`config.mk`:
```
export PLATFORM = sky130hd
export DESIGN_NAME = mbi5153_line_tx
export DESIGN_NICKNAME = d
export VERILOG_FILES = /design/src/rtl/mbi5153_pkg.sv /design/src/rtl/mbi5153_lane_shift.sv /design/src/rtl/mbi5153_line_tx.sv
export SDC_FILE = /design/constraint.sdc
export NUM_CORES = 1
export LEC_CHECK = 0
export CAP_MARGIN = 20
export CORE_UTILIZATION = 52
export DETAILED_ROUTE_END_ITERATION = 6
export PLACE_DENSITY = 0.76
export SLEW_MARGIN = 10
export SYNTH_ARGS = -nofsm -noshare
export SYNTH_HDL_FRONTEND = slang
export SYNTH_HIERARCHICAL = 1
export SYNTH_SLANG_ARGS = --single-unit
```
`constraint.sdc`:
```
create_clock -name CLK -period 3.49 [get_ports CLK]
set_clock_uncertainty 0.05 [all_clocks]
set_input_delay 0.698 -clock CLK [delete_from_list [all_inputs] [get_ports CLK]]
set_output_delay 0.698 -clock CLK [all_outputs]
set_load 0.01 [all_outputs]
```
`src/rtl/mbi5153_pkg.sv`:
```
`default_nettype none
// ============================================================================
// Module   : mbi5153_pkg
// Purpose  : Shared command encodings, latch lengths and FSM state type for
//            the MBI5153 line transmitter.
// Revision : 1.0 - initial release
// ============================================================================
package mbi5153_pkg;

    localparam logic [1:0] c_cmd_data  = 2'd0;
    localparam logic [1:0] c_cmd_vsync = 2'd1;
    localparam logic [1:0] c_cmd_cfg   = 2'd2;
    localparam logic [1:0] c_cmd_rsvd  = 2'd3;

    // LE widths in DCLKs: data latch, VSYNC, config write
    localparam int c_latch_len_data  = 1;
    localparam int c_latch_len_vsync = 3;
    localparam int c_latch_len_cfg   = 4;

    localparam int c_word_bits = 16;

    typedef enum logic [2:0] {
        ST_IDLE  = 3'd0,
        ST_FETCH = 3'd1,
        ST_SHIFT = 3'd2,
        ST_GAP   = 3'd3,
        ST_DONE  = 3'd4
    } state_t;

    // Left-justify a colour value inside a 16-bit channel word, zero padded.
    function automatic logic [15:0] chan_word(input logic [15:0] v, input int bits);
        return v << (c_word_bits - bits);
    endfunction

endpackage
`default_nettype wire

```
`src/rtl/mbi5153_lane_shift.sv`:
```
`default_nettype none
// ============================================================================
// Module   : mbi5153_lane_shift
// Purpose  : 3x16-bit R/G/B load/shift register for one lane; the loaded
//            word's MSB is bypassed to the output on the load cycle.
// Revision : 1.0 - initial release
// ============================================================================
module mbi5153_lane_shift (
    input  logic        clk,
    input  logic        rst_n,
    input  logic        i_load,
    input  logic        i_shift,
    input  logic [47:0] i_word,
    output logic        o_r,
    output logic        o_g,
    output logic        o_b
);

    logic [47:0] r_sr;

    always_ff @(posedge clk or negedge rst_n) begin
        if (!rst_n) begin
            r_sr <= '0;
        end else if (i_load) begin
            r_sr <= {i_word[46:32], 1'b0, i_word[30:16], 1'b0, i_word[14:0], 1'b0};
        end else if (i_shift) begin
            r_sr <= {r_sr[46:32], 1'b0, r_sr[30:16], 1'b0, r_sr[14:0], 1'b0};
        end
    end

    assign o_r = i_load ? i_word[47] : r_sr[47];
    assign o_g = i_load ? i_word[31] : r_sr[31];
    assign o_b = i_load ? i_word[15] : r_sr[15];

endmodule
`default_nettype wire

```
`src/rtl/mbi5153_line_tx.sv`:
```
`default_nettype none
// ============================================================================
// Module   : mbi5153_line_tx
// Purpose  : Serialises display lines, VSYNC and config writes onto an
//            MBI5153 driver chain with gated DCLK and LE generation.
// Revision : 1.0 - initial release
// ============================================================================
module mbi5153_line_tx
    import mbi5153_pkg::*;
#(
    parameter int NUM_IC_CHAIN = 4,
    parameter int NUM_CH_IC    = 16,
    parameter int NUM_LANES    = 3,
    parameter int COLOR_BITS   = 8,
    parameter int RAM_LAT      = 1,
    parameter int ADDR_WIDTH   = $clog2(NUM_IC_CHAIN*NUM_CH_IC)
) (
    input  logic                              CLK,
    input  logic                              RESET_N,
    input  logic                              REQUEST,
    input  logic [1:0]                        CMD,
    input  logic [15:0]                       CFG_WORD,
    input  logic [NUM_LANES*3*COLOR_BITS-1:0] DATA,
    output logic                              READY,
    output logic                              ACTIVE,
    output logic                              DCLK_ENA,
    output logic                              LATCH,
    output logic [NUM_LANES-1:0]              R,
    output logic [NUM_LANES-1:0]              G,
    output logic [NUM_LANES-1:0]              B,
    output logic [ADDR_WIDTH-1:0]             ADDR,
    output logic                              TX_DONE
);

    localparam int c_word_w  = (NUM_IC_CHAIN > 1) ? $clog2(NUM_IC_CHAIN) : 1;
    localparam int c_pass_w  = (NUM_CH_IC > 1) ? $clog2(NUM_CH_IC) : 1;
    localparam int c_fetch_w = (RAM_LAT > 1) ? $clog2(RAM_LAT) : 1;

    state_t                r_state;
    state_t                w_next;
    logic [1:0]            r_cmd;
    logic [15:0]           r_cfg;
    logic [3:0]            r_bit_cnt;
    logic [c_word_w-1:0]   r_word_cnt;
    logic [c_pass_w-1:0]   r_pass_cnt;
    logic [c_fetch_w-1:0]  r_fetch_cnt;
    logic [ADDR_WIDTH-1:0] r_addr;

    logic w_accept;
    logic w_last_word;
    logic w_last_pass;
    logic w_last_fetch;
    logic w_last_dclk;
    logic w_load;
    logic [NUM_LANES-1:0] w_r, w_g, w_b;

    assign w_accept     = REQUEST && READY && (CMD != c_cmd_rsvd);
    assign w_last_word  = (r_word_cnt == c_word_w'(NUM_IC_CHAIN - 1));
    assign w_last_pass  = (r_pass_cnt == c_pass_w'(NUM_CH_IC - 1));
    assign w_last_fetch = (r_fetch_cnt == c_fetch_w'(RAM_LAT - 1));
    assign w_last_dclk  = (r_cmd == c_cmd_vsync) ? (r_bit_cnt == 4'(c_latch_len_vsync - 1))
                                                 : ((r_bit_cnt == 4'd15) && w_last_word);
    assign w_load       = (r_state == ST_SHIFT) && (r_bit_cnt == 4'd0);

    always_comb begin
        w_next   = r_state;
        READY    = 1'b0;
        ACTIVE   = 1'b0;
        DCLK_ENA = 1'b0;
        LATCH    = 1'b0;
        TX_DONE  = 1'b0;
        case (r_state)
            ST_IDLE, ST_DONE: begin
                READY   = 1'b1;
                TX_DONE = (r_state == ST_DONE);
                if (w_accept) begin
                    w_next = (CMD == c_cmd_data) ? ST_FETCH : ST_SHIFT;
                end else begin
                    w_next = ST_IDLE;
                end
            end
            ST_FETCH: begin
                ACTIVE = 1'b1;
                if (w_last_fetch) begin
                    w_next = ST_SHIFT;
                end
            end
            ST_SHIFT: begin
                ACTIVE   = 1'b1;
                DCLK_ENA = 1'b1;
                case (r_cmd)
                    c_cmd_vsync: LATCH = 1'b1;
                    c_cmd_cfg:   LATCH = w_last_word && (r_bit_cnt >= 4'(16 - c_latch_len_cfg));
                    default:     LATCH = w_last_word && (r_bit_cnt >= 4'(16 - c_latch_len_data));
                endcase
                if (w_last_dclk) begin
                    w_next = ((r_cmd == c_cmd_data) && !w_last_pass) ? ST_GAP : ST_DONE;
                end
            end
            ST_GAP: begin
                ACTIVE = 1'b1;
                w_next = ST_FETCH;
            end
            default: w_next = ST_IDLE;
        endcase
    end

    always_ff @(posedge CLK or negedge RESET_N) begin
        if (!RESET_N) begin
            r_state     <= ST_IDLE;
            r_cmd       <= c_cmd_data;
            r_cfg       <= '0;
            r_bit_cnt   <= '0;
            r_word_cnt  <= '0;
            r_pass_cnt  <= '0;
            r_fetch_cnt <= '0;
            r_addr      <= '0;
        end else begin
            r_state <= w_next;
            if (w_accept) begin
                r_cmd       <= CMD;
                r_cfg       <= CFG_WORD;
                r_bit_cnt   <= '0;
                r_word_cnt  <= '0;
                r_pass_cnt  <= '0;
                r_fetch_cnt <= '0;
                r_addr      <= '0;
            end else begin
                case (r_state)
                    ST_FETCH: r_fetch_cnt <= r_fetch_cnt + 1'b1;
                    ST_SHIFT: begin
                        r_bit_cnt <= r_bit_cnt + 4'd1;
                        if (r_bit_cnt == 4'd15) begin
                            r_word_cnt <= w_last_word ? '0 : r_word_cnt + 1'b1;
                        end
                        // Next IC's word is addressed RAM_LAT cycles before its load slot
                        if ((r_cmd == c_cmd_data) && (r_bit_cnt == 4'(15 - RAM_LAT)) && !w_last_word) begin
                            r_addr <= r_addr + ADDR_WIDTH'(NUM_CH_IC);
                        end
                        if ((r_cmd == c_cmd_data) && w_last_dclk && !w_last_pass) begin
                            r_pass_cnt <= r_pass_cnt + 1'b1;
                        end
                    end
                    ST_GAP: begin
                        r_fetch_cnt <= '0;
                        r_addr      <= ADDR_WIDTH'(r_pass_cnt);
                    end
                    default: ;
                endcase
            end
        end
    end

    for (genvar k = 0; k < NUM_LANES; k++) begin : g_lanes
        logic [47:0] w_word;

        always_comb begin
            w_word = '0;
            case (r_cmd)
                c_cmd_data: w_word = {
                    chan_word(16'(DATA[k*3*COLOR_BITS + 2*COLOR_BITS +: COLOR_BITS]), COLOR_BITS),
                    chan_word(16'(DATA[k*3*COLOR_BITS +   COLOR_BITS +: COLOR_BITS]), COLOR_BITS),
                    chan_word(16'(DATA[k*3*COLOR_BITS              +: COLOR_BITS]), COLOR_BITS)};
                c_cmd_cfg:  w_word = {3{r_cfg}};
                default:    w_word = '0;
            endcase
        end

        mbi5153_lane_shift u_lane (
            .clk     (CLK),
            .rst_n   (RESET_N),
            .i_load  (w_load),
            .i_shift (DCLK_ENA),
            .i_word  (w_word),
            .o_r     (w_r[k]),
            .o_g     (w_g[k]),
            .o_b     (w_b[k])
        );
    end

    assign R    = w_r & {NUM_LANES{DCLK_ENA}};
    assign G    = w_g & {NUM_LANES{DCLK_ENA}};
    assign B    = w_b & {NUM_LANES{DCLK_ENA}};
    assign ADDR = r_addr;

endmodule
`default_nettype wire

```
==> results of run 1 <==
-- layout make-up --
cell class / count / area [um2] / area share, %
tap: 220 / 275 / 2.60
clock inverter: 3 / 15.0 / 0.142
clock buffer: 25 / 475 / 4.49
sequential: 173 / 4330 / 40.9
multi-input combinational: 648 / 4080 / 38.6
timing repair buffer: 144 / 1400 / 13.2
inverter: 3 / 16.3 / 0.154
-- cells in the final DEF (no fill, tap or decap), drive strengths merged --
master | synthesis | layout
nand2 | 194 | 194
dfrtp | 173 | 173
o21ai | 137 | 137
mux2i | 133 | 133
clkdlybuf4s50 | 0 | 109
a21o | 74 | 74
buf | 51 | 32
and2 | 26 | 26
clkbuf | 21 | 26
nor2 | 18 | 18
nand2b | 11 | 11
mux2 | 9 | 9
nand4 | 6 | 6
ha | 5 | 5
a21oi | 5 | 5
xor2 | 4 | 4
nand3 | 4 | 4
nor3 | 3 | 3
clkinv | 0 | 3
inv | 3 | 3
xnor2 | 2 | 2
or3 | 2 | 2
nor2b | 2 | 2
dlymetal6s2s | 0 | 2
and2b | 1 | 1
nor4b | 1 | 1
o2111ai | 1 | 1
or3b | 1 | 1
a311oi | 1 | 1
and4 | 1 | 1
o221ai | 1 | 1
a221oi | 1 | 1
nand3b | 1 | 1
o311a | 1 | 1
o22a | 1 | 1
o211ai | 1 | 1
o31ai | 1 | 1
-- kinds of logic after synthesis --
| logic type | count (synthesis) | synth area share, % |
|---|---|---|
| and+or+nand+nor | 271 | 13.0 |
| AOI/OAI and AO/OA | 224 | 15.0 |
| DFF | 173 | 48.4 |
| muxes | 142 | 16.0 |
| buffers and inverters | 75 | 6.28 |
| xor gates and xnor gates | 6 | 0.587 |
| adders and majority gates | 5 | 0.699 |
-- stage by stage --
step / instance area, um2 / power (mW) / std cells / setup TNS (ns) / worst slack, ns
after CTS: 10500 / 8.90 / 1211 / 0 / 0.0232
after detailed placement: 10000 / 7.13 / 1180 / 0 / 0.406
after floorplan: 8950 / 6.41 / 896 / 0 / 0.575
after global placement: 10000 / 7.01 / 1180 / 0 / 0.451
after global routing: 10600 / 9.51 / 1216 / -0.0000684 / -0.0000684
final: 10600 / 8.92 / 1216 / 0 / 0.0929
-- worst max-delay path, cell delays in order, from the launching register on --
cell and delay (ns):
dfrtp_1 0.41, nor2_1 0.15, nand2_2 0.10, nor4b_4 0.35, clkbuf_16 0.25, mux2_2 0.35
and2_1 0.14, clkdlybuf4s50_1 0.47
-- metal layers --
metal | vias to the layer above | global-route usage, % | routed length [um]
li1 | 3252 | - | -
met1 | 3334 | 36.1 | 10200
met2 | 199 | 41.8 | 10200
met3 | 32 | 4.98 | 1140
met4 | 0 | 6.94 | 370
met5 | - | 0 | 0
-- worst max-delay path by stage --
| stage | startpoint | endpoint | slack [ns] | cells after the start |
|---|---|---|---|---|
| 2_1_floorplan | r_state[0] | B[0] | 0.58 | 6 |
| 3_3_place_gp | r_state[0] | B[0] | 0.45 | 7 |
| 3_5_place_dp | r_state[0] | B[0] | 0.41 | 7 |
| 4_1_cts | r_state[0] | B[0] | 0.02 | 7 |
| 5_1_grt | r_state[0] | G[2] | -0.00007 | 7 |
| 6_report | r_state[0] | B[2] | 0.09 | 7 |
-- registers in the layout (all words and copies together) (netlist names) --
signal / flops
r_cmd: 2
r_bit_cnt: 4
r_fetch_cnt: 1
r_pass_cnt: 4
r_state: 3
ADDR: 6
r_word_cnt: 2
g_lanes.u_lane/r_sr: 135
r_cfg: 16
-- power groups by stage --
| stage | combinational, mW | clock (mW) | sequential [mW] |
|---|---|---|---|
| final | 4.08 | 1.65 | 3.19 |
| after global routing | 4.47 | 1.77 | 3.27 |
| after CTS | 4.03 | 1.68 | 3.19 |
| after detailed placement | 3.92 | 0 | 3.21 |
| after global placement | 3.83 | 0 | 3.17 |
| after floorplan | 3.36 | 0 | 3.05 |
-- timing repair --
item | CTS | global route
cloned | 2 | 1
gates resized for setup | 2 | 4
endpoints found under the hold margin | 0 | 0
buffers inserted | 1 | 4
setup endpoints to repair | 9 | 9
pin swaps | 1 | 1
==> impl_table.tex, run 1 <==
\begin{tabular}{lr}
\hline
Metric & Value \\
\hline
\multicolumn{2}{l}{\textbf{Synth}} \\
Synth Warn \# & 6 \\
Number of enable flip-flop cells after synthesis & 0 \\
Number of unique standard cell types used by synthesis & 39 \\
Ranking of synthesized cells by area & dfrtp\_1 48\%, mux2i\_1 15\%, nand2\_1 8.1\%, o21ai\_1 6.3\%, a21o\_1 6.2\% \\
List of most frequent post-synthesis cells & 194 x nand2\_1, 173 x dfrtp\_1, 133 x mux2i\_1, 113 x o21ai\_1, 74 x a21o\_1 \\
Primary flip-flop cell chosen by synthesis mapping & dfrtp\_1 \\
Synth top area share & 48.4\% \\
Sequential share of the synthesized area & 48.4\% \\
Most common cell in the netlist & nand2\_1 \\
Synth Cell Area & roughly 8900 um2 \\
Avg Inst Size Synth & 9.99 um2 \\
Number of flip-flops and latches in the synthesized netlist & 173 \\
Post-synth net total & 994 \\
Most area-hungry cell type in the Yosys netlist & dfrtp\_1 \\
Cells after synthesis & 896 \\
Async set-reset flop share out of synthesis & 100\% \\
\multicolumn{2}{l}{\textbf{Cells and area}} \\
Filler Cells Inserted & 1363 \\
Diode insertion count for antenna repair & 0 \\
Layout cell share with drive strength beyond 1 & 7.03\% \\
Final layout net count & 1085 \\
Final core occ & 63.4\% \\
Area growth, synth to finish & 18.3\% \\
\multicolumn{2}{l}{\textbf{Floorplan}} \\
I/O pins & around 110 \\
Placement Rows & between 40 and 50 \\
X dimension of the die & 133 um \\
Effective utilization at floorplan & 53.6\% \\
Die Span Y & around 130 um \\
Die area & 17700 um2 \\
Core area & 16700 um2 \\
\multicolumn{2}{l}{\textbf{Clock network}} \\
CTS tree & yes \\
Num CTS Buffers & 17 \\
Root Driver & clkbuf\_16 \\
CTS H-Tree Depth & 4 \\
Worst-case clock buffer depth & 2 \\
CTS clk-pin slew, worst paths & 0.06 ns \\
Clock latency on the worst-skew pair & approximately 0.43 ns \\
Clock Sinks & roughly 170 \\
Number of hold-repair buffers added at the cts stage & 0 \\
\multicolumn{2}{l}{\textbf{Pwr}} \\
Reported leakage power & 5.30 nW \\
Power per standard cell area & 843 nW/um2 \\
Worst VDD drop & 0.578 mV \\
Power share of the combinational group & 45.7\% \\
Switching Fraction & 39.0\% \\
Sequential fraction of design power & 35.8\% \\
Net switching power & around 3.5 mW \\
Relative contribution of the clock network to total power & between 10\% and 20\% \\
Internal & 5.44 mW \\
\multicolumn{2}{l}{\textbf{Global route}} \\
Number of antenna violations at the first check in global routing & 0 \\
Pin count of the biggest net entering global routing & 65 \\
Overall global routing resource usage & 26.0\% \\
Wire length of the first global-routing pass & between 30000 and 40000 um \\
Number of global-route vias before repair & 6714 \\
Remaining global-route overflow & 0 \\
\multicolumn{2}{l}{\textbf{Worst setup path}} \\
Required time of the critical path & approximately 2.7 ns \\
End of the worst register-to-register path & r\_word\_cnt[0] \\
Maximum net fanout on the critical path & 8 \\
Critical path endpoint category & output pin \\
Reg-to-reg slack, setup & between 0.9 and 1 ns \\
Cells on worst reg2reg path & 8 \\
Kind of start point of the critical path & flop \\
Worst setup path class & flop to output pin \\
Start of the worst register-to-register path & r\_state[0] \\
Arrival time at the worst endpoint & 2.65 ns \\
\multicolumn{2}{l}{\textbf{Timing}} \\
Share of the cycle needed by the critical path after routing & 97.3\% \\
Final setup violation count & 0 \\
Final worst path period need & around 3.4 ns \\
Number of slew-limit violations in the final report & 0 \\
Fmax & about 300 MHz \\
Final Hold Viols & 0 \\
Max-slew headroom & between 40\% and 50\% \\
Actual slew at the worst max-slew pin & 0.815 ns \\
Hold Slack & 0.194 ns \\
\multicolumn{2}{l}{\textbf{Routing}} \\
Wire per inst & 18.1 um \\
Via total after detailed routing & 6817 \\
Detail-routed via count per cell & 5.61 \\
Aggregate routed wire length & 22000 um \\
Post-detailed-route count of antenna-violating nets & 0 \\
Initial detailed-routing violation count & 571 \\
Number of iterations in the first detailed-routing pass & 5 \\
Count of unresolved DRC violations after routing & 0 \\
\multicolumn{2}{l}{\textbf{Placement}} \\
Estimated wirelength of the detail-placed design & $\sim$14000 um \\
RePlAce Congestion & 0.819 \\
Port-buffer cells & 112 \\
\multicolumn{2}{l}{\textbf{Run status}} \\
Outcome & finished, final reports clean \\
\multicolumn{2}{l}{\textbf{Worst hold path}} \\
Worst hold-check path type & input pin to asynchronous set/reset pin \\
\multicolumn{2}{l}{\textbf{Job}} \\
Max-cap viol count & 0 \\
\hline
\end{tabular}
(Power assumes the default switching activity.)
==> inputs of run 2 (changes only) <==
--- a/config.mk
+++ b/config.mk
@@ -5,10 +5,12 @@
 export SDC_FILE = /design/constraint.sdc
 export NUM_CORES = 1
 export LEC_CHECK = 0
-export CAP_MARGIN = 20
+export CAP_MARGIN = 30
 export CORE_UTILIZATION = 52
+export CTS_BUF_LIST = sky130_fd_sc_hd__clkbuf_8
 export DETAILED_ROUTE_END_ITERATION = 6
 export PLACE_DENSITY = 0.76
+export SKIP_LAST_GASP = 1
 export SLEW_MARGIN = 10
 export SYNTH_ARGS = -nofsm -noshare
 export SYNTH_HDL_FRONTEND = slang
==> impl_table.tex, run 2 (synthesis results as in run 1) <==
\begin{tabular}{lr}
\hline
Metric & Value \\
\hline
\multicolumn{2}{l}{\textbf{Placement}} \\
Port-buffer cells & 112 (unchanged) \\
Pre-CTS worst setup slack & 0.406 ns (unchanged) \\
Estimated wirelength of the detail-placed design & 13800 um (unchanged) \\
Total placed cells including tap cells & 1180 (unchanged) \\
RePlAce Congestion & 0.819 (unchanged) \\
\multicolumn{2}{l}{\textbf{Worst setup path}} \\
Kind of start point of the critical path & flop (unchanged) \\
Cells on worst reg2reg path & 8 (unchanged) \\
Family of cells with the greatest summed delay on the critical path & buffers and inverters (was simple AND/OR/NAND/NOR gates) \\
Arrival time at the worst endpoint & 2.71 ns (was 2.65 ns) \\
Cell with the largest stage delay on the worst path & clkdlybuf4s50\_1 (unchanged) \\
End of the worst register-to-register path & r\_word\_cnt[0] (unchanged) \\
Maximum net fanout on the critical path & 7 (was 8) \\
Critical path endpoint category & output pin (unchanged) \\
Critical path buffer and inverter count & 3 (was 2) \\
Longest individual stage delay on the worst path & 0.49 ns (was 0.47 ns) \\
Required time of the critical path & 2.74 ns (about the same) \\
Start of the worst register-to-register path & r\_state[0] (unchanged) \\
Worst setup path class & flop to output pin (unchanged) \\
Chain of cells forming the critical path & inv\_1 -> ha\_1 -> nor4b\_4 -> bufbuf\_16 -> mux2\_2 -> and2\_1 -> clkdlybuf4s50\_1 (was nor2\_1 -> nand2\_2 -> nor4b\_4 -> clkbuf\_16 -> mux2\_2 -> and2\_1 -> clkdlybuf4s50\_1) \\
Reg-to-reg slack, setup & 0.91 ns (about the same) \\
\multicolumn{2}{l}{\textbf{Job}} \\
Max-cap viol count & 0 (unchanged) \\
\multicolumn{2}{l}{\textbf{Clock network}} \\
CTS H-Tree Depth & 4 (unchanged) \\
CTS tree & yes (unchanged) \\
Worst-case clock buffer depth & 2 (unchanged) \\
Root Driver & clkbuf\_8 (was clkbuf\_16) \\
Clock latency on the worst-skew pair & 0.46 ns (was 0.43 ns) \\
Clock Sinks & 173 (unchanged) \\
CTS clk-pin slew, worst paths & 0.08 ns (was 0.06 ns) \\
Num CTS Buffers & 17 (unchanged) \\
\multicolumn{2}{l}{\textbf{Cells and area}} \\
Final layout net count & 1086 (was 1085) \\
Final standard cell count with taps included and fillers excluded & 1217 (was 1216) \\
Area growth, synth to finish & 16.4\% (was 18.3\%) \\
Final core occ & 62.3\% (was 63.4\%) \\
Most flops, register & g\_lanes.u\_lane/r\_sr (unchanged) \\
Layout cell share with drive strength beyond 1 & 7.22\% (was 7.03\%) \\
Commonest cells after routing, fill and taps aside & 193 x nand2\_1, 173 x dfrtp\_1, 133 x mux2i\_1 (unchanged) \\
Number of flip-flops in the largest register & 135 (unchanged) \\
Diode insertion count for antenna repair & 0 (unchanged) \\
Most common cell after layout, fill and taps aside & nand2\_1 (unchanged) \\
\multicolumn{2}{l}{\textbf{Routing}} \\
Post-detailed-route count of antenna-violating nets & 0 (unchanged) \\
Wire per inst & 17.8 um (was 18.1 um) \\
Detail-routed via count per cell & 5.55 (was 5.61) \\
Count of unresolved DRC violations after routing & 0 (unchanged) \\
Via total after detailed routing & 6752 (was 6817) \\
Number of iterations in the first detailed-routing pass & 5 (unchanged) \\
Aggregate routed wire length & 21600 um (was 22000 um) \\
Initial detailed-routing violation count & 540 (was 571) \\
\multicolumn{2}{l}{\textbf{Global route}} \\
Pin count of the biggest net entering global routing & 65 (unchanged) \\
Wire length of the first global-routing pass & 35500 um (about the same) \\
Overall global routing resource usage & 25.9\% (was 26.0\%) \\
Number of antenna violations at the first check in global routing & 0 (unchanged) \\
Remaining global-route overflow & 0 (unchanged) \\
Number of global-route vias before repair & 6689 (was 6714) \\
\multicolumn{2}{l}{\textbf{Floorplan}} \\
X dimension of the die & 133 um (unchanged) \\
Core area & 16700 um2 (unchanged) \\
Effective utilization at floorplan & 53.6\% (unchanged) \\
Placement Rows & 47 (unchanged) \\
Die Span Y & 133 um (unchanged) \\
I/O pins & 113 (unchanged) \\
Die area & 17700 um2 (unchanged) \\
\multicolumn{2}{l}{\textbf{Timing}} \\
Number of slew-limit violations in the final report & 0 (unchanged) \\
Actual slew at the worst max-slew pin & 0.811 ns (was 0.815 ns) \\
Final setup violation count & 0 (unchanged) \\
Final worst path period need & 3.46 ns (was 3.40 ns) \\
Share of the cycle needed by the critical path after routing & 99.0\% (was 97.3\%) \\
Setup repair after global routing missed its margin & yes \\
Final Hold Viols & 0 (unchanged) \\
Max-slew headroom & 45.9\% (was 45.7\%) \\
Fin worst setup slack & 0.0341 ns (was 0.0929 ns) \\
Fmax & 289 MHz (was 294 MHz) \\
Setup TNS & 0 ns (unchanged) \\
\multicolumn{2}{l}{\textbf{Pwr}} \\
Reported leakage power & 5.23 nW (was 5.30 nW) \\
Power per standard cell area & 810 nW/um2 (was 843 nW/um2) \\
Overall power of the completed layout & 8.43 mW (was 8.92 mW) \\
Worst VDD drop & 0.618 mV (was 0.578 mV) \\
\multicolumn{2}{l}{\textbf{Worst hold path}} \\
Worst hold-check path type & input pin to asynchronous set/reset pin (unchanged) \\
\multicolumn{2}{l}{\textbf{Run status}} \\
Outcome & finished, final reports clean (unchanged) \\
\hline
\end{tabular}
[run 2: cell count changes in the layout (fill, tap and decap cells not counted), moves of 6 or more]
cell / previous run / this run
clkbuf_16: 18 / 0
clkbuf_8: 2 / 19
clkbuf_1: 6 / 0
inv_1: 2 / 8
[run 2: stage by stage]
step | area [um2] | hold WS [ns]
after detailed placement | 10000 | 0.404
after CTS | 10400 | 0.186
after global routing | 10400 | 0.192
final | 10400 | 0.168
after global placement | 10000 | 0.399
after floorplan | 8950 | 0.352
[run 2: timing repair]
action | 4_1_cts | 5_1_grt
gates resized for setup | 2 | 3
cloned | 3 | 0
buffers inserted | 3 | 3
setup endpoints to repair | 9 | 9
pin swaps | 1 | 0
hold buffers | 0 | 0
[run 2: layout make-up]
cell class / count / area (um2)
Fill cell: 1383 / 6290
Sequential cell: 173 / 4330
Multi-Input combinational cell: 648 / 4080
Timing Repair Buffer: 145 / 1410
Tap cell: 220 / 275
Clock buffer: 19 / 262
Clock inverter: 9 / 37.5
Inverter: 3 / 16.3
[run 2: worst reg2reg max path: cells and delay by family, from the launching register on]
family	cells	cell delay (ns)
buffers and inverters	3	1.05
and+or+nand+nor	4	0.86
DFF	1	0.41
AOI/OAI and AO/OA	1	0.13
[run 2: how the worst max path moves through the flow]
stage                     depth (start not counted)  slack (ns)         start    to
final                                             7        0.03  r_bit_cnt[0]  B[0]
after CTS                                         6        0.02      r_cmd[0]  B[0]
after global routing                              7       -0.04  r_bit_cnt[0]  B[0]
after global placement                            7        0.45    r_state[0]  B[0]
after detailed placement                          7        0.41    r_state[0]  B[0]
after floorplan                                   6        0.58    r_state[0]  B[0]
[run 2: where the power goes]
part	switching (mW)	total [mW]	leakage, nW	internal, mW
logic	2.29	4.09	2.73	1.80
registers	0.447	3.18	2.33	2.74
clock network	0.667	1.16	0.180	0.494
[run 2: per-layer routing]
layer	wire (um)	vias to the layer above	track usage, %
met3	1050	31	4.11
li1	-	3247	-
met1	10300	3280	36.8
met2	9880	194	40.8
met4	445	0	8.65
met5	0	-	0
